`config.mk`:
```
export PLATFORM = sky130hd
export DESIGN_NAME = pc_predictor_flat
export DESIGN_NICKNAME = d
export VERILOG_FILES = /design/src/rtl/pc_predictor_pkg.sv /design/src/rtl/pc_predictor_if.sv /design/src/rtl/pc_predictor_pht.sv /design/src/rtl/pc_predictor.sv /design/src/flat_wrapper.sv
export SDC_FILE = /design/constraint.sdc
export NUM_CORES = 1
export LEC_CHECK = 0
export BUFFER_PORTS_ARGS = -buffer_cell sky130_fd_sc_hd__buf_2
export CELL_PAD_IN_SITES_DETAIL_PLACEMENT = 1
export CELL_PAD_IN_SITES_GLOBAL_PLACEMENT = 1
export CORE_AREA = 3 3 207 209
export DETAILED_ROUTE_END_ITERATION = 10
export DIE_AREA = 0 0 210 212
export PLACE_DENSITY_LB_ADDON = 0.05
export SKIP_LAST_GASP = 1
export SYNTH_ARGS = -nofsm -noshare
export SYNTH_HDL_FRONTEND = slang
export SYNTH_SLANG_ARGS = --single-unit
```
`constraint.sdc`:
```
create_clock -name clk_i -period 9.28 [get_ports clk_i]
set_input_delay 1.856 -clock clk_i [delete_from_list [all_inputs] [get_ports clk_i]]
set_output_delay 1.856 -clock clk_i [all_outputs]
set_load 0.02 [all_outputs]
```
`src/rtl/pc_predictor_pkg.sv`:
```
// Shared Y86-64 encodings and branch-predictor helper types/functions.
// Latency: n/a (declarations only).
// Backpressure: n/a.
package pc_predictor_pkg;

  // Instruction codes shared by every pipeline stage.
  localparam logic [3:0] IHALT   = 4'h0;
  localparam logic [3:0] INOP    = 4'h1;
  localparam logic [3:0] IRRMOVQ = 4'h2;
  localparam logic [3:0] IIRMOVQ = 4'h3;
  localparam logic [3:0] IRMMOVQ = 4'h4;
  localparam logic [3:0] IMRMOVQ = 4'h5;
  localparam logic [3:0] IOPQ    = 4'h6;
  localparam logic [3:0] IJXX    = 4'h7;
  localparam logic [3:0] ICALL   = 4'h8;
  localparam logic [3:0] IRET    = 4'h9;
  localparam logic [3:0] IPUSHQ  = 4'hA;
  localparam logic [3:0] IPOPQ   = 4'hB;

  // ifun of an unconditional jmp.
  localparam logic [3:0] FJMP = 4'h0;

  // Pipeline status codes.
  typedef enum logic [2:0] {
    STAT_AOK = 3'd1,
    STAT_HLT = 3'd2,
    STAT_ADR = 3'd3,
    STAT_INS = 3'd4
  } stat_e;

  // 2-bit saturating counter states; MSB is the taken prediction.
  localparam logic [1:0] CTR_STRONG_NT = 2'b00;
  localparam logic [1:0] CTR_WEAK_NT   = 2'b01;
  localparam logic [1:0] CTR_WEAK_T    = 2'b10;
  localparam logic [1:0] CTR_STRONG_T  = 2'b11;

  localparam logic [31:0] PERF_MAX = 32'hFFFF_FFFF;

  // How the fetch-stage prediction for an instruction is formed.
  typedef enum logic [1:0] {
    PRED_NEVER   = 2'd0,
    PRED_ALWAYS  = 2'd1,
    PRED_DYNAMIC = 2'd2
  } pred_kind_e;

  // Calls and unconditional jumps always redirect; conditional jumps
  // consult the table; everything else falls through.
  function automatic pred_kind_e pred_kind(input logic [3:0] icode,
                                           input logic [3:0] ifun);
    pred_kind_e kind;
    kind = PRED_NEVER;
    if (icode == ICALL) begin
      kind = PRED_ALWAYS;
    end else if (icode == IJXX) begin
      kind = (ifun == FJMP) ? PRED_ALWAYS : PRED_DYNAMIC;
    end
    return kind;
  endfunction

  // One saturating step of a 2-bit counter toward the resolved outcome.
  function automatic logic [1:0] ctr_step(input logic [1:0] ctr,
                                          input logic       taken);
    logic [1:0] nxt;
    nxt = ctr;
    if (taken && ctr != CTR_STRONG_T) begin
      nxt = ctr + 2'd1;
    end else if (!taken && ctr != CTR_STRONG_NT) begin
      nxt = ctr - 2'd1;
    end
    return nxt;
  endfunction

endpackage

```
`src/rtl/pc_predictor_if.sv`:
```
// Bundle between the pipeline (fetch, M, W stages) and the PC predictor.
// Latency: n/a (wires only).
// Backpressure: F_stall_i freezes the predicted PC; no other flow control.
interface pc_predictor_if;

  // Fetch stage
  logic        F_stall_i;
  logic [3:0]  f_icode_i;
  logic [3:0]  f_ifun_i;
  logic [63:0] f_valC_i;
  logic [63:0] f_valP_i;

  // Memory stage branch resolution
  logic        M_jxx_i;
  logic        M_cond_i;
  logic        M_cnd_i;
  logic        M_pred_taken_i;
  logic [63:0] M_pc_i;
  logic [63:0] M_valC_i;
  logic [63:0] M_valP_i;

  // Write-back return
  logic        W_ret_i;
  logic [63:0] W_valM_i;

  // Predictor results
  logic [63:0] f_pc_o;
  logic        f_pred_taken_o;
  logic        mispredict_o;
  logic [31:0] perf_jxx_o;
  logic [31:0] perf_miss_o;

  // Pipeline side: drives stage info, consumes fetch address and status.
  modport master (
    output F_stall_i, f_icode_i, f_ifun_i, f_valC_i, f_valP_i,
    output M_jxx_i, M_cond_i, M_cnd_i, M_pred_taken_i,
    output M_pc_i, M_valC_i, M_valP_i,
    output W_ret_i, W_valM_i,
    input  f_pc_o, f_pred_taken_o, mispredict_o, perf_jxx_o, perf_miss_o
  );

  // Predictor side.
  modport slave (
    input  F_stall_i, f_icode_i, f_ifun_i, f_valC_i, f_valP_i,
    input  M_jxx_i, M_cond_i, M_cnd_i, M_pred_taken_i,
    input  M_pc_i, M_valC_i, M_valP_i,
    input  W_ret_i, W_valM_i,
    output f_pc_o, f_pred_taken_o, mispredict_o, perf_jxx_o, perf_miss_o
  );

endinterface

```
`src/rtl/pc_predictor_pht.sv`:
```
// Pattern history table of 2-bit saturating counters, one read and one update port.
// Latency: read is combinational; update lands on the next rising edge.
// Backpressure: none; an update is accepted every cycle it is presented.
module pht_2bit
  import pc_predictor_pkg::*;
#(
  parameter int IDX_BITS = 4
) (
  input  logic                clk_i,
  input  logic                rst_i,
  input  logic [IDX_BITS-1:0] i_rd_idx,
  output logic [1:0]          o_rd_ctr,
  input  logic                i_upd_vld,
  input  logic [IDX_BITS-1:0] i_upd_idx,
  input  logic                i_upd_taken
);

  localparam int ENTRIES = 1 << IDX_BITS;

  logic [1:0] r_ctr [ENTRIES];

  // Read straight off the registers so a same-cycle update to the same
  // entry is only visible from the following cycle.
  assign o_rd_ctr = r_ctr[i_rd_idx];

  // Reset every entry to weakly-taken; otherwise train one entry per cycle.
  always_ff @(posedge clk_i) begin
    if (rst_i) begin
      for (int i = 0; i < ENTRIES; i++) begin
        r_ctr[i] <= CTR_WEAK_T;
      end
    end else if (i_upd_vld) begin
      r_ctr[i_upd_idx] <= ctr_step(r_ctr[i_upd_idx], i_upd_taken);
    end
  end

endmodule

```
`src/rtl/pc_predictor.sv`:
```
// Fetch PC selection with 2-bit dynamic prediction for conditional jumps plus perf counters.
// Latency: prediction and redirects are combinational in the fetch cycle; state updates next edge.
// Backpressure: F_stall_i holds the predicted PC; table training and perf counting continue.
module pc_predictor
  import pc_predictor_pkg::*;
#(
  parameter int          PHT_BITS     = 4,
  parameter logic [31:0] PERF_RST_VAL = 32'h0
) (
  input  logic           clk_i,
  input  logic           rst_i,
  pc_predictor_if.slave  pred_if
);

  logic [63:0]         r_pred_pc;
  logic [31:0]         r_perf_jxx;
  logic [31:0]         r_perf_miss;

  logic                w_mispredict;
  logic [63:0]         w_fix_pc;
  logic [63:0]         w_f_pc;
  logic [1:0]          w_pht_ctr;
  logic                w_pred_taken;
  logic                w_upd_vld;
  logic [PHT_BITS-1:0] w_rd_idx;
  logic [PHT_BITS-1:0] w_upd_idx;

  // A jump in M whose resolved direction disagrees with its fetch-time guess.
  assign w_mispredict = pred_if.M_jxx_i && (pred_if.M_cnd_i != pred_if.M_pred_taken_i);

  // Fetch address: branch repair beats a return, which beats the prediction.
  always_comb begin
    w_fix_pc = pred_if.M_cnd_i ? pred_if.M_valC_i : pred_if.M_valP_i;
    w_f_pc   = r_pred_pc;
    if (w_mispredict) begin
      w_f_pc = w_fix_pc;
    end else if (pred_if.W_ret_i) begin
      w_f_pc = pred_if.W_valM_i;
    end
  end

  assign w_rd_idx  = w_f_pc[PHT_BITS-1:0];
  assign w_upd_idx = pred_if.M_pc_i[PHT_BITS-1:0];
  assign w_upd_vld = pred_if.M_jxx_i && pred_if.M_cond_i;

  pht_2bit #(
    .IDX_BITS (PHT_BITS)
  ) u_pht (
    .clk_i       (clk_i),
    .rst_i       (rst_i),
    .i_rd_idx    (w_rd_idx),
    .o_rd_ctr    (w_pht_ctr),
    .i_upd_vld   (w_upd_vld),
    .i_upd_idx   (w_upd_idx),
    .i_upd_taken (pred_if.M_cnd_i)
  );

  // Direction guess for the instruction being fetched at w_f_pc.
  always_comb begin
    w_pred_taken = 1'b0;
    unique case (pred_kind(pred_if.f_icode_i, pred_if.f_ifun_i))
      PRED_ALWAYS:  w_pred_taken = 1'b1;
      PRED_DYNAMIC: w_pred_taken = w_pht_ctr[1];
      default:      w_pred_taken = 1'b0;
    endcase
  end

  // Predicted next fetch address, frozen while fetch is stalled.
  always_ff @(posedge clk_i) begin
    if (rst_i) begin
      r_pred_pc <= 64'h0;
    end else if (!pred_if.F_stall_i) begin
      r_pred_pc <= w_pred_taken ? pred_if.f_valC_i : pred_if.f_valP_i;
    end
  end

  // Saturating event counters for resolved jumps and mispredictions.
  always_ff @(posedge clk_i) begin
    if (rst_i) begin
      r_perf_jxx  <= PERF_RST_VAL;
      r_perf_miss <= PERF_RST_VAL;
    end else begin
      if (pred_if.M_jxx_i && r_perf_jxx != PERF_MAX) begin
        r_perf_jxx <= r_perf_jxx + 32'd1;
      end
      if (w_mispredict && r_perf_miss != PERF_MAX) begin
        r_perf_miss <= r_perf_miss + 32'd1;
      end
    end
  end

  assign pred_if.f_pc_o         = w_f_pc;
  assign pred_if.f_pred_taken_o = w_pred_taken;
  assign pred_if.mispredict_o   = w_mispredict;
  assign pred_if.perf_jxx_o     = r_perf_jxx;
  assign pred_if.perf_miss_o    = r_perf_miss;

endmodule

```
`src/flat_wrapper.sv`:
```
// flat-port wrapper written by rule: the top's interface ports become plain ports
module pc_predictor_flat import pc_predictor_pkg::*;
#(
  parameter int          PHT_BITS     = 4,
  parameter logic [31:0] PERF_RST_VAL = 32'h0
)
  (clk_i, rst_i, pred_if_F_stall_i, pred_if_f_icode_i, pred_if_f_ifun_i, pred_if_f_valC_i, pred_if_f_valP_i, pred_if_M_jxx_i, pred_if_M_cond_i, pred_if_M_cnd_i, pred_if_M_pred_taken_i, pred_if_M_pc_i, pred_if_M_valC_i, pred_if_M_valP_i, pred_if_W_ret_i, pred_if_W_valM_i, pred_if_f_pc_o, pred_if_f_pred_taken_o, pred_if_mispredict_o, pred_if_perf_jxx_o, pred_if_perf_miss_o);
  pc_predictor_if pred_if_i ();
  input  logic clk_i;
  input  logic rst_i;
  input wire logic [$bits(pred_if_i.F_stall_i)-1:0] pred_if_F_stall_i;
  input wire logic [$bits(pred_if_i.f_icode_i)-1:0] pred_if_f_icode_i;
  input wire logic [$bits(pred_if_i.f_ifun_i)-1:0] pred_if_f_ifun_i;
  input wire logic [$bits(pred_if_i.f_valC_i)-1:0] pred_if_f_valC_i;
  input wire logic [$bits(pred_if_i.f_valP_i)-1:0] pred_if_f_valP_i;
  input wire logic [$bits(pred_if_i.M_jxx_i)-1:0] pred_if_M_jxx_i;
  input wire logic [$bits(pred_if_i.M_cond_i)-1:0] pred_if_M_cond_i;
  input wire logic [$bits(pred_if_i.M_cnd_i)-1:0] pred_if_M_cnd_i;
  input wire logic [$bits(pred_if_i.M_pred_taken_i)-1:0] pred_if_M_pred_taken_i;
  input wire logic [$bits(pred_if_i.M_pc_i)-1:0] pred_if_M_pc_i;
  input wire logic [$bits(pred_if_i.M_valC_i)-1:0] pred_if_M_valC_i;
  input wire logic [$bits(pred_if_i.M_valP_i)-1:0] pred_if_M_valP_i;
  input wire logic [$bits(pred_if_i.W_ret_i)-1:0] pred_if_W_ret_i;
  input wire logic [$bits(pred_if_i.W_valM_i)-1:0] pred_if_W_valM_i;
  output wire logic [$bits(pred_if_i.f_pc_o)-1:0] pred_if_f_pc_o;
  output wire logic [$bits(pred_if_i.f_pred_taken_o)-1:0] pred_if_f_pred_taken_o;
  output wire logic [$bits(pred_if_i.mispredict_o)-1:0] pred_if_mispredict_o;
  output wire logic [$bits(pred_if_i.perf_jxx_o)-1:0] pred_if_perf_jxx_o;
  output wire logic [$bits(pred_if_i.perf_miss_o)-1:0] pred_if_perf_miss_o;
  assign pred_if_i.F_stall_i = pred_if_F_stall_i;
  assign pred_if_i.f_icode_i = pred_if_f_icode_i;
  assign pred_if_i.f_ifun_i = pred_if_f_ifun_i;
  assign pred_if_i.f_valC_i = pred_if_f_valC_i;
  assign pred_if_i.f_valP_i = pred_if_f_valP_i;
  assign pred_if_i.M_jxx_i = pred_if_M_jxx_i;
  assign pred_if_i.M_cond_i = pred_if_M_cond_i;
  assign pred_if_i.M_cnd_i = pred_if_M_cnd_i;
  assign pred_if_i.M_pred_taken_i = pred_if_M_pred_taken_i;
  assign pred_if_i.M_pc_i = pred_if_M_pc_i;
  assign pred_if_i.M_valC_i = pred_if_M_valC_i;
  assign pred_if_i.M_valP_i = pred_if_M_valP_i;
  assign pred_if_i.W_ret_i = pred_if_W_ret_i;
  assign pred_if_i.W_valM_i = pred_if_W_valM_i;
  assign pred_if_f_pc_o = pred_if_i.f_pc_o;
  assign pred_if_f_pred_taken_o = pred_if_i.f_pred_taken_o;
  assign pred_if_mispredict_o = pred_if_i.mispredict_o;
  assign pred_if_perf_jxx_o = pred_if_i.perf_jxx_o;
  assign pred_if_perf_miss_o = pred_if_i.perf_miss_o;
  pc_predictor #(.PHT_BITS(PHT_BITS), .PERF_RST_VAL(PERF_RST_VAL)) u_core (.clk_i(clk_i), .rst_i(rst_i), .pred_if(pred_if_i));
endmodule
```
==> results.toml, run 1 <==
[run_status]
status = "finished, final reports clean"

[grt]
overflow = 0
track_usage = 0.199
grt_pass1_wl_um = 67900
grt_max_degree = 104
grt_pass1_vias = 10700
antenna_found_initial = 28

[sta]
finalCritPeriodShare = 0.810
setup_viol = 0
skew_ps = 8.39
hold_viol = 0
drv_slew = 0
rsz0062_at_grt = "false"
finalSetupTns_ps = 0
relSlewSlack = 0.286
min_period_ps = 7520
worst_pin_slew_ps = 1060
fmax_ghz = 0.133

[routing]
routed_wl_um = 46400
dr.pass1.iters = 4
wire_per_inst_um = 21.7
viasPerCell = 4.91
route.detailed.drc = 0
drt-initial-drc-count = 500
dr_total_vias = 10500
ant_nets = 0

[floorplan]
dieArea_mm2 = 0.0445
boundaryPins = 530
die-height_um = 212
core_area_mm2 = 0.0410
fp.dieW_um = 210
fp-row-count = 74
start_util = 0.254

[setup_path]
slowest_delay_ps = 660
path_buf_inv = 4
rrSetupSlack_ps = 6140
crit_chain = "buf_4 > xor2_2 > nand2_4 > inv_4 > a21oi_4 > mux2i_1 > mux2i_1 > o2111ai_4 > buf_4 > nand2_1 > buf_2"
worstPathArrival_ps = 5660
critPathTopFamily = "buffers and inverters"
path_max_fanout = 67
crit_path_start_kind = "input pin"
cpMaxStageDelayCell = "buf_4"
crit_path_end_kind = "output port"
worstPathRequired_ps = 7420
path_class = "input pin to output port"

[logic_synthesis]
synth_enable_flop_cells = 32
synthArstFlopShare = 0
ys_dominant_reg_cell = "dfxtp_1"
synth_seq_cells = 160
netlist_area_mm2 = 0.0104
yosysSeqAreaShare = 0.339
syn_area_per_cell_um2 = 8.76
syn_inst = 1187
ys_warn_count = 0
yosysUniqueCellTypes = 62
synth_fp_nets = 1593

[cts]
hold_buffers = 0
clk_pin_slew_worst_paths_ps = 70
cts_sinks = 160
clock_latency_ps = 450
cts_tree = "yes"
cts_buffers = 17
htree_num_levels = 4
cts_buffer_depth = 2
root_buffer = "clkbuf_16"
post_cts.repair.setup_buffers = 0
cts_resized = 0

[flow_run]
maxCapViolCount = 0

[hold_path]
hold_class = "flip-flop to flip-flop"

[power_and_ir_drop]
p_leak_nw = 5.99
sw_frac_of_total = 0.310
p_seq_frac = 0.396
combPwrFrac = 0.225
cellInternalPower_mw = 1.29
power.density_mw_per_mm2 = 137
p_switching_uw = 578
ir_drop_uv = 116
p_clk_frac = 0.379

[finish]
utilization = 0.333
nFillCells = 5003
most-common-layout-cells = "465 x buf_2, 128 x dfxtp_1, 101 x nand2_1"
drive_gt1_frac = 0.384
mostFrequentLayoutCell = "buf_2"
synthToLayoutAreaGrowth_pct = 31.4
final_nets = 1987

[placement]
post-dp-hpwl_um = 34600
port_buffers = 469
gp_congestion = 0.784
## synthesized netlist by cell type, drive strengths merged, types with 2 or more instances
library cell  number  area share
or2               11      0.0066
ha                 6      0.0072
or3               10      0.0060
nand4             15      0.0090
nand3             34       0.016
a31oi             64       0.038
xor2              27       0.023
nor4               7      0.0057
nand3b             3      0.0022
or4b               2      0.0019
and4               5      0.0042
o211ai             3      0.0022
buf               23       0.016
a21oi             71       0.035
o2111ai            2      0.0023
xnor2             29       0.024
o21ai             77       0.037
dfxtp            128        0.25
nand2            102       0.037
nor3b              3      0.0026
clkbuf            80       0.029
and3               8      0.0048
o211a             60       0.058
inv               88       0.032
and2               4      0.0024
mux2               4      0.0054
nor2b              4      0.0024
nor2              87       0.031
mux2i             75       0.074
nor3              25       0.012
mux4              10       0.022
nand2b            13      0.0078
a221oi            64       0.090
edfxtp            32       0.092
## worst paths after layout
path | cells past startpoint | from | endpoint
max | 11 | pred_if_M_cnd_i | pred_if_f_pred_taken_o
min | 2 | u_core.r_pred_pc[50] | u_core.r_pred_pc[50]
max reg2reg | 9 | u_core.r_pred_pc[0] | u_core.r_pred_pc[1]
min reg2reg | 2 | u_core.r_pred_pc[50] | u_core.r_pred_pc[50]
## power by group through the flow
stage | clock network, mW | logic (mW) | registers (mW)
2_1_floorplan | 0 | 0.254 | 0.756
3_3_place_gp | 0 | 0.423 | 0.755
6_report | 0.707 | 0.421 | 0.740
4_1_cts | 0.734 | 0.429 | 0.740
3_5_place_dp | 0 | 0.427 | 0.756
5_1_grt | 0.759 | 0.461 | 0.742
## kinds of logic after synthesis
group / count (synthesis) / synth area share
AOI/OAI and AO/OA: 349 / 0.273
adders and majority gates: 6 / 0.00722
and+or+nand+nor: 336 / 0.156
DFF: 160 / 0.339
buffers and inverters: 191 / 0.0765
muxes: 89 / 0.101
xor gates and xnor gates: 56 / 0.0479
## cell type report
| type | count | area, um^2 | share of cell area |
|---|---|---|---|
| Antenna cell | 16 | 40.0 | 0.00293 |
| Clock buffer | 21 | 460 | 0.0337 |
| Clock inverter | 11 | 106 | 0.00778 |
| Inverter | 88 | 333 | 0.0244 |
| Multi-Input combinational cell | 836 | 6110 | 0.447 |
| Sequential cell | 160 | 3520 | 0.258 |
| Tap cell | 532 | 666 | 0.0487 |
| Timing Repair Buffer | 478 | 2430 | 0.178 |
## state kept, by name (all words and copies together) (netlist names)
signal                      cells
u_core.r_pred_pc               64
u_core.pred_if.perf_jxx_o      32
u_core.pred_if.perf_miss_o     32
u_core.u_pht.r_ctr             32
## stage by stage
step | instances | hold WS, ps | worst slack [ps] | total power [mW] | area, um^2
after global routing | 2141 | 503 | 1380 | 1.96 | 13700
after detailed placement | 2094 | 474 | 1600 | 1.18 | 13100
after floorplan | 1187 | 450 | 3330 | 1.01 | 10400
after global placement | 2094 | 471 | 1700 | 1.18 | 13100
final | 2142 | 483 | 1760 | 1.87 | 13700
after CTS | 2126 | 486 | 1600 | 1.90 | 13600
## per-layer routing
layer / vias to the layer above / track usage / wire length, um
li1: 5130 / - / -
met1: 5037 / 0.236 / 19500
met2: 273 / 0.353 / 23300
met3: 54 / 0.0472 / 2510
met4: 14 / 0.0707 / 925
met5: - / 0 / 93
## worst min-delay path: stages, from the launching register on
cell	delay [ps]
dfxtp_1	300
inv_1	70
a221oi_2	60
Note: power is estimated with default switching activity, not from simulation.
==> run 2: changes to the inputs <==
--- a/config.mk
+++ b/config.mk
@@ -5,12 +5,13 @@
 export SDC_FILE = /design/constraint.sdc
 export NUM_CORES = 1
 export LEC_CHECK = 0
+export ABC_AREA = 1
 export BUFFER_PORTS_ARGS = -buffer_cell sky130_fd_sc_hd__buf_2
 export CELL_PAD_IN_SITES_DETAIL_PLACEMENT = 1
 export CELL_PAD_IN_SITES_GLOBAL_PLACEMENT = 1
-export CORE_AREA = 3 3 207 209
+export CORE_AREA = 3 3 205 207
 export DETAILED_ROUTE_END_ITERATION = 10
-export DIE_AREA = 0 0 210 212
+export DIE_AREA = 0 0 208 210
 export PLACE_DENSITY_LB_ADDON = 0.05
 export SKIP_LAST_GASP = 1
 export SYNTH_ARGS = -nofsm -noshare
==> constraint.sdc (replaced) <==
create_clock -name clk_i -period 6 [get_ports clk_i]
set_input_delay 1.2 -clock clk_i [delete_from_list [all_inputs] [get_ports clk_i]]
set_output_delay 1.2 -clock clk_i [all_outputs]
set_load 0.02 [all_outputs]
==> run 2 against run 1 <==
  * Combinational power rose by 57%
  * Sequential power up 54%
  * Via count grew 20%
  * Clock skew up 5.9 ps
==> results.toml, run 2 <==
[run_status]
status = "finished, final reports clean"

[logic_synthesis]
yosysSeqAreaShare = 0.333
syn_inst = 1681
syn_area_per_cell_um2 = 6.29
netlist_area_mm2 = 0.0106
ys_top_cells_by_count = "450 x nand2_1, 232 x inv_1, 174 x nor2_1"
ys_warn_count = 0
synthArstFlopShare = 0
synth_top_area_cell = "dfxtp_1"
synth_enable_flop_cells = 32
ys_dominant_reg_cell = "dfxtp_1"
synth_seq_cells = 160
yosysUniqueCellTypes = 42
yosys-top-cells-area = "dfxtp_1 24%, nand2_1 16%, edfxtp_1 9.1%, inv_1 8.2%, nand3_1 7.6%"
yosysMostFrequentCell = "nand2_1"
synth_fp_nets = 2087
yosysTopAreaCellShare = 0.242

[floorplan]
fp.dieW_um = 208
fp-row-count = 74
dieArea_mm2 = 0.0437
start_util = 0.261
core_area_mm2 = 0.0406
boundaryPins = 530
die-height_um = 210

[setup_path]
cpMaxStageDelayCell = "buf_4"
crit_chain = "buf_2 > buf_4 > nand2_1 > nand2_1 > nand2_2 > nand2_4 > nand2_1 > nand3_1 > nand3_1 > nand3_1 > nand3_1 > nand2_2 > nand2_2 > inv_1 > buf_2"
r2r_end = "u_core.u_pht.r_ctr[13][1]"
r2r-start = "u_core.u_pht.r_ctr[12][1]"
critPathTopFamily = "buffers and inverters"
ff2ff_path_depth = 9
cp_common_cell = "nand3_1"
path_max_fanout = 66
worstPathArrival_ps = 3440
crit_path_end_kind = "output port"
worstPathRequired_ps = 4800
rrSetupSlack_ps = 3010
slowest_delay_ps = 660
path_buf_inv = 4
path_class = "input pin to output port"
crit_path_start_kind = "input pin"
setup.worst_path.start = "pred_if_M_cnd_i"
crit_end = "pred_if_f_pred_taken_o"
cp.depth = 15

[routing]
routed_wl_um = 50300
viasPerCell = 4.81
drt-initial-drc-count = 781
dr_total_vias = 12700
route.detailed.drc = 0
dr.pass1.iters = 4
wire_per_inst_um = 19.1
ant_nets = 0

[finish]
most-common-layout-cells = "467 x buf_2, 448 x nand2_1, 230 x inv_1"
synthToLayoutAreaGrowth_pct = 31.1
mostFrequentLayoutCell = "buf_2"
largest_reg_flops = 64
nFillCells = 5434
largest_register = "u_core.r_pred_pc"
drive_gt1_frac = 0.255
layout.cells.non_filler = 2632
final_nets = 2488

[placement]
port_buffers = 469
post-dp-hpwl_um = 38200
gp_congestion = 0.867
dp_slack_ps = 1340
dp.cells = 2595

[cts]
cts_buffer_depth = 2
post_cts.repair.setup_buffers = 0
cts_tree = "yes"
clock_latency_ps = 450
htree_num_levels = 4
hold_buffers = 0
cts_resized = 0
clk_pin_slew_worst_paths_ps = 60
cts_sinks = 160
cts_buffers = 17
root_buffer = "clkbuf_16"

[grt]
overflow = 0
grt_pass1_wl_um = 76800
grt_pass1_vias = 13200
grt_max_degree = 117
track_usage = 0.224
antenna_found_initial = 7

[flow_run]
maxCapViolCount = 0

[sta]
setup_ws_ps = 1360
rsz0062_at_grt = "false"
finalSetupTns_ps = 0
min_period_ps = 4640
worst_pin_slew_ps = 973
fmax_ghz = 0.215
skew_ps = 14.2
relSlewSlack = 0.348
hold_viol = 0
finalCritPeriodShare = 0.774
setup_viol = 0
drv_slew = 0

[power_and_ir_drop]
p_leak_nw = 6.64
ir_drop_uv = 201
power.density_mw_per_mm2 = 214

[hold_path]
hold_class = "flip-flop to flip-flop"
==> run 2: power by group <==
part	total, mW	internal [mW]	switching, mW
Combinational	0.660	0.233	0.427
Clock	1.16	0.660	0.504
Sequential	1.14	1.13	0.0122
==> run 2: logic make-up (layout without fill, tap and decap cells) <==
| group | after synthesis | count (layout) | synth area share |
|---|---|---|---|
| fa+ha+maj | 6 | 6 | 0.00710 |
| compound gates | 293 | 293 | 0.169 |
| buf+inv | 331 | 745 | 0.127 |
| xor+xnor | 19 | 19 | 0.0157 |
| simple gates | 870 | 870 | 0.346 |
| mux | 2 | 2 | 0.00189 |
| other cells | 0 | 5 | 0 |
| flops | 160 | 160 | 0.333 |
==> run 2: how the worst min path moves through the flow <==
stage | start | to | slack (ps) | depth (start not counted)
after global routing | u_core.pred_if.perf_jxx_o[0] | u_core.pred_if.perf_jxx_o[0] | 540 | 1
after CTS | u_core.pred_if.perf_miss_o[19] | u_core.pred_if.perf_miss_o[19] | 510 | 2
after global placement | u_core.pred_if.perf_miss_o[19] | u_core.pred_if.perf_miss_o[19] | 480 | 2
after detailed placement | u_core.pred_if.perf_jxx_o[0] | u_core.pred_if.perf_jxx_o[0] | 500 | 1
final | u_core.pred_if.perf_jxx_o[8] | u_core.pred_if.perf_jxx_o[8] | 500 | 1
after floorplan | u_core.r_pred_pc[1] | u_core.r_pred_pc[1] | 500 | 4
==> run 2: worst reg2reg max path, stage by stage (launching register included) <==
cell and delay [ps]:
edfxtp_1 450, a22oi_1 230, a21oi_1 90, or2_2 280, nor2_1 230, inv_1 80
ha_1 190, or2_2 320, o22ai_2 690, nand2_1 130
==> run 2: metal layers <==
layer,up-vias,global-route usage,wire [um]
met5,-,0,21
li1,6302,-,-
met1,5979,0.279,21900
met4,4,0.0595,1070
met3,53,0.0524,2640
met2,321,0.391,24600
==> run 2: stage by stage <==
stage | hold slack (ps) | power [mW] | instance area, um^2 | util
floorplan | 504 | 1.55 | 10600 | -
global placement | 479 | 1.83 | 13200 | 0.327
detailed placement | 496 | 1.84 | 13200 | 0.327
CTS | 507 | 3.02 | 13900 | 0.342
global route | 536 | 3.13 | 13900 | 0.342
finish | 500 | 2.97 | 13900 | 0.342
==> run 2: cell type report <==
type,instances,area (um^2),share of cell area
Clock inverter,15,183,0.0132
Inverter,233,877,0.0633
Sequential cell,160,3520,0.254
Multi-Input combinational cell,1190,5720,0.413
Timing Repair Buffer,480,2460,0.177
Clock buffer,17,425,0.0307
Tap cell,532,666,0.0480
Antenna cell,5,12.5,0.000902
